### src/rtl/prefix_adder_sequencer.sv
`timescale 1ns/1ps
`default_nettype none
// ============================================================================
// Module      : prefix_adder_sequencer
// Description : Iterative Kogge-Stone adder; one shared prefix stage is reused
//               over STAGES cycles. Optional macro PREFIX_ADDER_OVF_EN adds a
//               registered signed-overflow output (ovf).
// Revision    : 1.0 - initial release
// ============================================================================
module prefix_adder_sequencer #(
    parameter int WIDTH = 16
) (
    input  logic             clk,
    input  logic             rst_n,
    input  logic             in_valid,
    output logic             in_ready,
    input  logic [WIDTH-1:0] a,
    input  logic [WIDTH-1:0] b,
    input  logic             cin,
    output logic             out_valid,
    input  logic             out_ready,
    output logic [WIDTH-1:0] sum,
    output logic             cout,
    output logic             busy
`ifdef PREFIX_ADDER_OVF_EN
    ,
    output logic             ovf
`endif
);

    localparam int STAGES = $clog2(WIDTH);
    localparam int KW     = (STAGES > 1) ? $clog2(STAGES) : 1;

    typedef enum logic [1:0] {
        IDLE   = 2'd0,
        PREFIX = 2'd1,
        DONE   = 2'd2
    } state_t;

    state_t           r_state;
    state_t           w_state_next;
    logic [KW-1:0]    r_k;
    logic [WIDTH-1:0] r_g;
    logic [WIDTH-1:0] r_p;
    logic [WIDTH-1:0] r_p0;
    logic             r_cin;
    logic [WIDTH-1:0] r_sum;
    logic             r_cout;

    logic [WIDTH-1:0] w_p0_in;
    logic [WIDTH-1:0] w_dist;
    logic [WIDTH-1:0] w_g_next;
    logic [WIDTH-1:0] w_p_next;
    logic [WIDTH-1:0] w_carry;
    logic             w_last;
    logic             w_accept;

    assign in_ready  = (r_state == IDLE);
    assign busy      = (r_state != IDLE);
    assign out_valid = (r_state == DONE);
    assign sum       = r_sum;
    assign cout      = r_cout;
    assign w_accept  = in_valid && (r_state == IDLE);
    assign w_last    = (r_k == KW'(STAGES - 1));
    assign w_p0_in   = a ^ b;

    // Bits below the distance see zero from the shifted operand and a one in
    // the mask, so they behave as pass-through cells; the rest are combine cells.
    always_comb begin
        w_dist   = WIDTH'(1) << r_k;
        w_g_next = r_g | (r_p & (r_g << w_dist));
        w_p_next = r_p & ((r_p << w_dist) | (w_dist - WIDTH'(1)));
        w_carry  = {w_g_next[WIDTH-2:0], r_cin};
    end

    always_ff @(posedge clk or negedge rst_n) begin
        if (!rst_n) begin
            r_state <= IDLE;
        end else begin
            r_state <= w_state_next;
        end
    end

    always_comb begin
        w_state_next = r_state;
        case (r_state)
            IDLE:    if (in_valid) w_state_next = PREFIX;
            PREFIX:  if (w_last)   w_state_next = DONE;
            DONE:    if (out_ready) w_state_next = IDLE;
            default: w_state_next = IDLE;
        endcase
    end

    always_ff @(posedge clk or negedge rst_n) begin
        if (!rst_n) begin
            r_k    <= '0;
            r_g    <= '0;
            r_p    <= '0;
            r_p0   <= '0;
            r_cin  <= 1'b0;
            r_sum  <= '0;
            r_cout <= 1'b0;
        end else if (w_accept) begin
            // Carry-in is folded into bit 0 so the prefix tree needs no extra column.
            r_k   <= '0;
            r_p0  <= w_p0_in;
            r_p   <= {w_p0_in[WIDTH-1:1], 1'b0};
            r_g   <= (a & b) | {{(WIDTH-1){1'b0}}, w_p0_in[0] & cin};
            r_cin <= cin;
        end else if (r_state == PREFIX) begin
            r_g <= w_g_next;
            r_p <= w_p_next;
            r_k <= r_k + KW'(1);
            if (w_last) begin
                r_sum  <= r_p0 ^ w_carry;
                r_cout <= w_g_next[WIDTH-1];
            end
        end
    end

`ifdef PREFIX_ADDER_OVF_EN
    logic r_ovf;
    assign ovf = r_ovf;

    always_ff @(posedge clk or negedge rst_n) begin
        if (!rst_n) begin
            r_ovf <= 1'b0;
        end else if ((r_state == PREFIX) && w_last) begin
            r_ovf <= w_carry[WIDTH-1] ^ w_g_next[WIDTH-1];
        end
    end
`endif

endmodule
`default_nettype wire

### config.mk
export PLATFORM = sky130hd
export DESIGN_NAME = prefix_adder_sequencer
export DESIGN_NICKNAME = d
export VERILOG_FILES = /design/src/rtl/prefix_adder_sequencer.sv
export SDC_FILE = /design/constraint.sdc
export NUM_CORES = 1
export LEC_CHECK = 0
export BUFFER_PORTS_ARGS = -buffer_cell sky130_fd_sc_hd__buf_2
export CAP_MARGIN = 10
export CORE_MARGIN = 2
export CORE_UTILIZATION = 32
export DETAILED_ROUTE_END_ITERATION = 16
export GPL_TIMING_DRIVEN = 0
export SLEW_MARGIN = 15
export SYNTH_ARGS = -nofsm -noshare
export SYNTH_HDL_FRONTEND = slang
export SYNTH_SLANG_ARGS = --single-unit
### constraint.sdc
create_clock -name clk -period 4.4 [get_ports clk]
set_clock_uncertainty 0.15 [all_clocks]
set_input_delay 0.22 -clock clk [delete_from_list [all_inputs] [get_ports clk]]
set_output_delay 0.22 -clock clk [all_outputs]
set_load 0.1 [all_outputs]
==> reports/metrics.csv, run 1 <==
metric,value,unit
clock-pin slew on the worst setup and hold paths,0.06,ns
Iter 0 DRT Violations,347,
Max Freq,329,MHz
post-synthesis cell count,486,
worst-margin pin slew,1.06,ns
first-pass GRT wire length,25.9,mm
Setup-failing EPs final,0,
fraction of the cycle the final worst path needs,69.0,%
worst max-slew margin expressed relative to the limit,28.3,%
Worst R2R Start,r_k[1],
total iterations of the first detailed-routing run,5,
"Slowest-stage cell, CP",sky130_fd_sc_hd__o21ai_0,
share of the synthesized netlist area taken by xor and xnor gates,2.07,%
final antenna-violating net count,0,
net count after synthesis,548,
Synth Warn #,0,
met1 usage in global routing,30.4,%
Max-cap violations,0,
die footprint,15500,um2
number of port buffers,56,
overall fraction of global-route tracks in use,21.9,%
post-cts repair resize count,0,
detailed-route via count,4218,
final hold violation count,0,
Num CTS Buffers,9,
clock latency of the later-clocked register in the worst-skew pair,0.35,ns
final period demand of the worst path,3.04,ns
layout-stage area growth over the synthesis result,19.2,%
Post-Synth Adder-Cell Area,6.73,%
average instance area after synthesis,9.56,um2
"Net count, final",619,
data arrival time of the critical path,3.14,ns
setup repair after global routing missed its margin,no,
element type at the critical path end,flop,
vias per cell,5.65,
start point of the worst min-delay path,b[15],
RD Place Congestion,0.952,
Rows,44,
ratio of cells with drive above 1 in the final layout,20.3,%
horizontal extent of the die,124,um
endpoint of the worst hold path,r_p0[15],
cell taking the most area after synthesis,sky130_fd_sc_hd__dfrtp_1,
Final Routed Wirelength,16.8,mm
mux cell area share after synthesis,15.2,%
Worst Setup Path Type,reg -> reg,
starting density of the core,32.3,%
Worst R2R Setup Slack,1.36,ns
setup TNS after final layout,0,ns
pin count of the biggest net entering global routing,59,
Setup crit start kind,flop,
count of pins over their slew limit,0,
number of enable-type register cells in the synthesized netlist,0,
floorplan die height,124,um
chain of cells forming the critical path,inv_1 -> ha_1 -> buf_6 -> buf_6 -> buf_2 -> mux2_2 -> o21ai_0 -> a31oi_1 -> o21ai_0,
clock tree from TritonCTS,built,
buffers inserted during post-CTS setup optimization,0,
number of sinks on the clock net,70,
I/O Pins,57,
GRT overflow,0,
met3 usage in global routing,4.55,%
"basic-gate share of the synthesized area counting and, or, nand and nor cells",18.2,%
antenna violations before repair,0,
fraction of synthesized cell area taken by the top area cell type,37.7,%
most common flop cell mapped by yosys,sky130_fd_sc_hd__dfrtp_1,
FF-to-FF End,cout,
Worst EP required,4.50,ns
DRC violation count after routing,0,
drt wl/cell,22.5,um
outcome,finished clean,
HPWL after detailed placement,12.5,mm
"Async S/R FF share, synth",100,%
main combinational cell family by area after synthesis,simple AND/OR/NAND/NOR gates,
worst-path maximum fanout,10,
CTS HTree Levels,3,
hold depth,4,
Post-Syn Area,4650,um2
highest cell delay on the worst timing path,0.51,ns
sequential area share after synthesis,37.7,%
worst-case reg-to-reg path depth,9,
number of register bits inferred by synthesis,70,
count of distinct cell types in the synthesized netlist,59,
number of global-route vias before repair,4281,
worst hold-check path type,in -> reg,
count of antenna diodes in the layout,0,
met2 Use GR,33.5,%
area of the core,14400,um2
fraction of the mapped netlist area in compound gates,15.3,%
end-of-flow core utilization,38.5,%
synth top area cells,"sky130_fd_sc_hd__dfrtp_1, sky130_fd_sc_hd__nand2_1, sky130_fd_sc_hd__ha_1",
Root Driver,sky130_fd_sc_hd__clkbuf_16,
worst-case clock buffer depth,2,
Critical Path Source,r_k[1],
global route hottest layer,met2,
[synthesized netlist by cell type, types with 6 or more instances]
library cell,n
sky130_fd_sc_hd__a21oi_1,10
sky130_fd_sc_hd__mux4_1,6
sky130_fd_sc_hd__dfrtp_1,70
sky130_fd_sc_hd__mux2i_1,19
sky130_fd_sc_hd__inv_1,12
sky130_fd_sc_hd__mux2_2,8
sky130_fd_sc_hd__xnor2_1,8
sky130_fd_sc_hd__nand3_1,17
sky130_fd_sc_hd__a31oi_1,6
sky130_fd_sc_hd__o211ai_1,10
sky130_fd_sc_hd__nand2_1,107
sky130_fd_sc_hd__nor2_1,18
sky130_fd_sc_hd__nor3b_1,10
sky130_fd_sc_hd__o21ai_0,34
sky130_fd_sc_hd__clkbuf_1,22
sky130_fd_sc_hd__mux4_2,12
sky130_fd_sc_hd__ha_1,25
[worst max-delay path by stage]
| stage | endpoint | cells past startpoint |
|---|---|---|
| global route | sum[15] | 9 |
| CTS | sum[15] | 9 |
| detailed placement | sum[15] | 9 |
| floorplan | busy | 2 |
| global placement | sum[15] | 9 |
| finish | cout | 9 |
[layer usage]
metal,share of wire (%),wire (um)
met3,6.0,1010
met4,3.2,538
met5,0,0
met2,45,7570
met1,46,7650
[through the flow]
stage | worst slack [ns] | hold slack, ns | std cells | instance area, um2
after global routing | 1.16 | 0.0818 | 746 | 5540
after CTS | 1.41 | 0.0422 | 746 | 5540
final | 1.36 | 0.0509 | 746 | 5540
after global placement | 1.41 | 0.266 | 726 | 5160
after detailed placement | 1.42 | -0.0640 | 727 | 5190
after floorplan | 1.37 | -0.226 | 486 | 4650
[sequential cells by signal, indices dropped and copies added (netlist names)]
| register | count |
|---|---|
| cout | 1 |
| r_p0 | 16 |
| r_g | 16 |
| r_k | 2 |
| r_cin | 1 |
| r_state | 2 |
| r_p | 16 |
| sum | 16 |
[kinds of logic (layout without fill, tap and decap cells)]
family / Yosys count / in the layout
buffers and inverters: 46 / 122
adder cells (fa/ha/maj): 25 / 25
multiplexers: 45 / 45
AO/OA/AOI/OAI: 104 / 104
XOR/XNOR: 11 / 11
AND/OR/NAND/NOR: 185 / 185
flip-flops: 70 / 70
[cell usage in the layout (no fill, tap or decap), types with 4 or more instances in the layout]
cell type                   synthesis  layout
sky130_fd_sc_hd__nand2_1          107     107
sky130_fd_sc_hd__o21ai_0           34      34
sky130_fd_sc_hd__a31oi_1            6       6
sky130_fd_sc_hd__a22oi_1            4       4
sky130_fd_sc_hd__buf_2              3      58
sky130_fd_sc_hd__nand3_1           17      17
sky130_fd_sc_hd__inv_1             12      12
sky130_fd_sc_hd__clkbuf_16          0       9
sky130_fd_sc_hd__o211ai_1          10      10
sky130_fd_sc_hd__clkbuf_1          22      22
sky130_fd_sc_hd__o22ai_1            5       5
sky130_fd_sc_hd__nor3b_1           10      10
sky130_fd_sc_hd__a31o_2             4       4
sky130_fd_sc_hd__xnor2_1            8       8
sky130_fd_sc_hd__mux4_2            12      12
sky130_fd_sc_hd__and2_1             4       4
sky130_fd_sc_hd__a21oi_1           10      10
sky130_fd_sc_hd__nor3_1             5       5
sky130_fd_sc_hd__nor2_1            18      18
sky130_fd_sc_hd__o221ai_1           5       5
sky130_fd_sc_hd__mux4_1             6       6
sky130_fd_sc_hd__ha_1              25      25
sky130_fd_sc_hd__mux2_2             8       8
sky130_fd_sc_hd__dfrtp_1           70      70
sky130_fd_sc_hd__mux2i_1           19      19
[repair_timing]
item	CTS	global route
hold buffers	3	0
setup endpoints to repair	0	0
hold endpoints to repair	72	0
[critical path: cells and delay by family, from the launching register on]
family                     cells  cell delay, ns
DFF                            1            0.44
muxes                          1            0.44
AOI/OAI and AO/OA              3            0.92
adders and majority gates      1            0.19
buffers and inverters          4            0.80
[area by class of cell]
| class | instances | area [um2] |
|---|---|---|
| fill | 1472 | 8830 |
| multi-input combinational | 370 | 2670 |
| sequential | 70 | 1750 |
| timing repair buffer | 60 | 340 |
| tap | 184 | 230 |
| clock buffer | 9 | 225 |
| buffer | 33 | 171 |
| clock inverter | 7 | 97.6 |
| inverter | 13 | 48.8 |
Power of run 1 is left out: the tool's default activity adds up to more than one toggle a clock period on the data nets, which glitch-free logic cannot reach.
==> inputs of run 2 (changes only) <==
==> constraint.sdc (replaced) <==
create_clock -name clk -period 3 [get_ports clk]
set_clock_uncertainty 0.15 [all_clocks]
set_input_delay 0.15 -clock clk [delete_from_list [all_inputs] [get_ports clk]]
set_output_delay 0.15 -clock clk [all_outputs]
set_load 0.1 [all_outputs]
==> run 2 against run 1 <==
Compared with the run above:
- the flow now finishes with violations (negative setup slack)
- critical path depth down 1
- routed wire length up 0.57%
- worst hold slack worse by 0.049 ns
- worst setup slack worse by 1.4 ns
- critical endpoint is now sum[15]
- cell count up 1.5%
- clock-buffer cell count unchanged
- design area up 2.3%
- via count up 1.5%
- die area unchanged
- critical path type unchanged
- non-clock buffer count up 11
- utilization up 0.90 points
- first-iteration DRC count down 7.2%
- largest cell class unchanged
==> reports/metrics.csv, run 2 (same netlist as run 1, synthesis figures left out) <==
metric,value,unit,change
layout-stage area growth over the synthesis result,22.0,%,was 19.2%
antenna violations before repair,0,,unchanged
global route hottest layer,met2,,unchanged
GRT overflow,0,,unchanged
Worst Setup Path Type,reg -> reg,,unchanged
die footprint,15500,um2,unchanged
starting density of the core,32.3,%,unchanged
Iter 0 DRT Violations,322,,was 347
Num CTS Buffers,9,,unchanged
element type at the critical path end,flop,,unchanged
met3 usage in global routing,4.51,%,was 4.55%
met2 Use GR,33.7,%,was 33.5%
detailed-route via count,4281,,"was 4,218"
setup TNS after final layout,-0.00445,ns,was 0 ns
number of port buffers,56,,unchanged
most used cells in the layout excluding fill and tap cells,"sky130_fd_sc_hd__nand2_1, sky130_fd_sc_hd__dfrtp_1, sky130_fd_sc_hd__buf_2",,unchanged
Max Freq,333,MHz,was 329 MHz
worst-case clock buffer depth,2,,unchanged
I/O Pins,57,,unchanged
count of antenna diodes in the layout,0,,unchanged
DRC violation count after routing,0,,unchanged
fraction of the cycle the final worst path needs,100,%,was 69.0%
number of sinks on the clock net,70,,unchanged
worst max-slew margin expressed relative to the limit,26.7,%,was 28.3%
area of the core,14400,um2,unchanged
final hold violation count,0,,unchanged
"leading cell type in the layout, fill and taps excluded",sky130_fd_sc_hd__nand2_1,,unchanged
worst-margin pin slew,1.09,ns,was 1.06 ns
Worst R2R Start,r_k[0],,was r_k[1]
Final Routed Wirelength,16.9,mm,was 16.8 mm
first-pass GRT wire length,25.9,mm,about the same
start point of the worst min-delay path,a[3],,was b[15]
overall fraction of global-route tracks in use,22.0,%,was 21.9%
horizontal extent of the die,124,um,unchanged
failing checks,negative setup slack,,
Setup crit start kind,flop,,unchanged
CTS HTree Levels,3,,unchanged
smallest setup slack after layout,-0.00445,ns,was 1.36 ns
Critical Path Source,r_k[0],,was r_k[1]
buffers inserted during post-CTS setup optimization,0,,unchanged
number of global-route vias before repair,4296,,"was 4,281"
Rows,44,,unchanged
final period demand of the worst path,3.00,ns,was 3.04 ns
met1 usage in global routing,30.4,%,about the same
drt wl/cell,22.3,um,was 22.5 um
total iterations of the first detailed-routing run,4,,was 5
pin count of the biggest net entering global routing,59,,unchanged
count of pins over their slew limit,0,,unchanged
RD Place Congestion,0.952,,unchanged
worst hold-check path type,in -> reg,,unchanged
clock-pin slew on the worst setup and hold paths,0.06,ns,about the same
clock latency of the later-clocked register in the worst-skew pair,0.35,ns,about the same
Worst EP required,3.08,ns,was 4.50 ns
setup repair after global routing missed its margin,yes,,was no
ratio of cells with drive above 1 in the final layout,20.8,%,was 20.3%
Setup-failing EPs final,1,,was 0
vias per cell,5.66,,was 5.65
clock tree from TritonCTS,built,,unchanged
data arrival time of the critical path,3.08,ns,was 3.14 ns
"Net count, final",630,,was 619
HPWL after detailed placement,12.5,mm,unchanged
outcome,"finished, violations left",,was finished clean
worst-path maximum fanout,8,,was 10
final antenna-violating net count,0,,unchanged
Root Driver,sky130_fd_sc_hd__clkbuf_16,,unchanged
floorplan die height,124,um,unchanged
Max-cap violations,0,,unchanged
[run 2: final cells by class]
cell class,instances,area [um2]
Buffer,33,176
Clock buffer,9,225
Clock inverter,7,97.6
Fill cell,1461,8700
Inverter,13,48.8
Multi-Input combinational cell,370,2690
Sequential cell,70,1750
Tap cell,184,230
Timing Repair Buffer,71,450
[run 2: per-layer routing]
layer  up-vias  wire (um)
li1       1933          -
met1      2123       7560
met2       194       7670
met3        31       1150
met4         0        490
met5         -          0
[run 2: path summary, 6_finish.rpt]
path                            slack (ns)  cells after the start          to
worst max-delay path                -0.004                      8     sum[15]
worst min-delay path                 0.002                      4     r_p0[3]
worst max register to register      -0.004                      8     sum[15]
worst min register to register        0.33                      2     sum[12]
max in group asynchronous             2.11                      3  r_state[1]
min in group asynchronous             0.04                      2      sum[0]
[run 2: what timing repair did]
action,CTS,global route
gates resized for setup,0,8
hold buffers,14,0
endpoints found under the setup margin,0,5
hold endpoints to repair,86,0
[run 2: per-stage QoR]
stage	area, um2	instances	setup WS, ns	hold WS, ns	utilization [%]
after CTS	5650	757	0.00536	0.000252	39.3
after detailed placement	5190	727	0.0164	-0.134	36.1
final	5670	757	-0.00445	0.00193	39.4
after floorplan	4650	486	0.0425	-0.296	-
after global routing	5670	757	-0.00361	0.0219	39.4
after global placement	5160	726	0.00593	0.196	35.9
[run 2: worst max-delay path, cell delays in order (launching register included)]
cell,delay (ns)
sky130_fd_sc_hd__dfrtp_1,0.47
sky130_fd_sc_hd__inv_1,0.15
sky130_fd_sc_hd__ha_1,0.16
sky130_fd_sc_hd__clkbuf_1,0.43
sky130_fd_sc_hd__nand3b_1,0.17
sky130_fd_sc_hd__o21ai_0,0.38
sky130_fd_sc_hd__a2111oi_4,0.54
sky130_fd_sc_hd__nor4_1,0.08
sky130_fd_sc_hd__or3b_1,0.35
Power of run 2 is left out for the same reason.
==> inputs of run 3 (changes only) <==
--- a/config.mk
+++ b/config.mk
@@ -5,11 +5,11 @@
 export SDC_FILE = /design/constraint.sdc
 export NUM_CORES = 1
 export LEC_CHECK = 0
-export BUFFER_PORTS_ARGS = -buffer_cell sky130_fd_sc_hd__buf_2
 export CAP_MARGIN = 10
 export CORE_MARGIN = 2
 export CORE_UTILIZATION = 32
 export DETAILED_ROUTE_END_ITERATION = 16
+export DONT_BUFFER_PORTS = 1
 export GPL_TIMING_DRIVEN = 0
 export SLEW_MARGIN = 15
 export SYNTH_ARGS = -nofsm -noshare
==> run 3 against run 2 <==
Compared with the run above:
- the run now ends clean
- routed wire length decreased by 0.18%
- sequential cell count unchanged
- first-iteration DRC count increased by 7.1%
- critical path type unchanged
- critical endpoint is now sum[10]
- largest cell class unchanged
==> reports/metrics.csv, run 3 (same netlist as run 1, synthesis figures left out) <==
metric,value,unit,change
Filler Cells Inserted,1411,,"was 1,461"
worst hold-check path type,in -> reg,,unchanged
outcome,finished clean,,"was finished, violations left"
most used cells in the layout excluding fill and tap cells,"sky130_fd_sc_hd__nand2_1, sky130_fd_sc_hd__dfrtp_1, sky130_fd_sc_hd__dlygate4sd3_1",,"was sky130_fd_sc_hd__nand2_1, sky130_fd_sc_hd__dfrtp_1, sky130_fd_sc_hd__buf_2"
number of sinks on the clock net,70,,unchanged
CTS HTree Levels,3,,unchanged
Worst EP required,3.12,ns,was 3.08 ns
area of the core,14400,um2,unchanged
endpoint of the worst hold path,r_g[2],,was r_p0[3]
final period demand of the worst path,2.87,ns,was 3.00 ns
worst-case clock buffer depth,2,,unchanged
final hold violation count,0,,unchanged
detailed-route via count,4236,,"was 4,281"
sequential cell area in the final layout,1750,um2,about the same
number of port buffers,0,,was 56
total placed cells including tap cells,672,,was 727
Num CTS Buffers,9,,unchanged
final design area excluding fillers,5680,um2,was 5670 um2
GRT overflow,0,,unchanged
total area of multi-input combinational cells,2700,um2,was 2690 um2
clock tree from TritonCTS,built,,unchanged
count of antenna diodes in the layout,0,,unchanged
Iter 0 DRT Violations,345,,was 322
FF-to-FF End,sum[10],,was sum[15]
vias per cell,5.81,,was 5.66
horizontal extent of the die,124,um,unchanged
clock latency of the later-clocked register in the worst-skew pair,0.34,ns,was 0.35 ns
antenna violations before repair,0,,unchanged
worst-path maximum fanout,10,,was 8
I/O Pins,57,,unchanged
Rows,44,,unchanged
buffers inserted during post-CTS setup optimization,0,,unchanged
"leading cell type in the layout, fill and taps excluded",sky130_fd_sc_hd__nand2_1,,unchanged
die footprint,15500,um2,unchanged
DRC violation count after routing,0,,unchanged
layout-stage area growth over the synthesis result,22.4,%,was 22.0%
total iterations of the first detailed-routing run,5,,was 4
Root Driver,sky130_fd_sc_hd__clkbuf_16,,unchanged
cell area after placement,4910,um2,was 5190 um2
Worst Setup Path Type,reg -> reg,,unchanged
setup repair after global routing missed its margin,yes,,unchanged
ratio of cells with drive above 1 in the final layout,11.7,%,was 20.8%
"Net count, final",602,,was 630
worst-margin pin slew,0.945,ns,was 1.09 ns
data arrival time of the critical path,2.99,ns,was 3.08 ns
first-pass GRT wire length,26.1,mm,was 25.9 mm
worst max-slew margin expressed relative to the limit,37.0,%,was 26.7%
Worst R2R Setup Slack,0.13,ns,was -0.004 ns
RD Place Congestion,0.942,,was 0.952
overall fraction of global-route tracks in use,22.2,%,was 22.0%
Setup crit start kind,flop,,unchanged
count of pins over their slew limit,0,,unchanged
worst-case reg-to-reg path depth,10,,was 8
number of global-route vias before repair,4335,,"was 4,296"
Worst R2R Start,r_k[1],,was r_k[0]
Max Freq,349,MHz,was 333 MHz
Setup-failing EPs final,0,,was 1
floorplan die height,124,um,unchanged
fraction of the cycle the final worst path needs,95.6,%,was 100%
Max-cap violations,0,,unchanged
Final Routed Wirelength,16.8,mm,was 16.9 mm
starting density of the core,32.3,%,unchanged
HPWL after detailed placement,12.2,mm,was 12.5 mm
hold depth,3,,was 4
start point of the worst min-delay path,a[2],,was a[3]
final antenna-violating net count,0,,unchanged
drt wl/cell,23.1,um,was 22.3 um
element type at the critical path end,flop,,unchanged
clock-pin slew on the worst setup and hold paths,0.06,ns,about the same
number of standard cells in the final layout excluding fillers,729,,was 757
pin count of the biggest net entering global routing,71,,was 59
run 3: worst max path at each step:
| stage | cells after the start | slack [ns] | endpoint | from |
|---|---|---|---|---|
| 4_1_cts | 10 | 0.02 | r_p[15] | r_k[1] |
| 2_1_floorplan | 2 | 0.04 | busy | r_state[0] |
| 6_report | 10 | 0.13 | sum[10] | r_k[1] |
| 5_1_grt | 10 | -0.05 | r_p[15] | r_k[1] |
| 3_5_place_dp | 10 | 0.04 | r_p[15] | r_k[1] |
| 3_3_place_gp | 5 | -0.09 | r_p[2] | r_state[0] |
run 3: per-stage QoR:
step | setup WS, ns | utilization, % | TNS, ns | hold slack (ns)
floorplan | 0.0425 | - | 0 | -0.296
global placement | -0.0938 | 33.9 | -0.927 | -0.294
detailed placement | 0.0420 | 34.2 | 0 | -0.294
CTS | 0.0238 | 39.4 | 0 | 0.0109
global route | -0.0483 | 39.6 | -0.0483 | 0.0303
finish | 0.133 | 39.6 | 0 | 0.0129
run 3: critical path: stages, from the launching register on:
cell                       delay (ns)
sky130_fd_sc_hd__dfrtp_1         0.45
sky130_fd_sc_hd__inv_1           0.17
sky130_fd_sc_hd__ha_1            0.20
sky130_fd_sc_hd__buf_6           0.13
sky130_fd_sc_hd__buf_6           0.18
sky130_fd_sc_hd__clkbuf_8        0.22
sky130_fd_sc_hd__mux2i_1         0.11
sky130_fd_sc_hd__nor2_1          0.23
sky130_fd_sc_hd__a31oi_1         0.23
sky130_fd_sc_hd__or4b_2          0.65
sky130_fd_sc_hd__nand3_1         0.09
run 3: area by class of cell:
| type | count | share of cell area, % |
|---|---|---|
| buffer | 32 | 3.04 |
| clock buffer | 10 | 4.03 |
| clock inverter | 6 | 1.52 |
| inverter | 13 | 0.858 |
| multi-input combinational | 370 | 47.4 |
| sequential | 70 | 30.8 |
| tap | 184 | 4.05 |
| timing repair buffer | 44 | 8.25 |
run 3: repair_timing:
action	CTS	global route
endpoints found under the setup margin	0	6
gates resized for setup	0	9
hold buffers	42	0
endpoints found under the hold margin	103	0
run 3: routing by layer:
layer  vias to the layer above  part of all wire (%)  GRT usage, %
met3                        24                   7.0          4.85
li1                       1875                     -             -
met2                       204                    47          35.6
met5                         -                     0             0
met1                      2133                    44          30.2
met4                         0                   1.7          6.41
Power of run 3 is left out for the same reason.
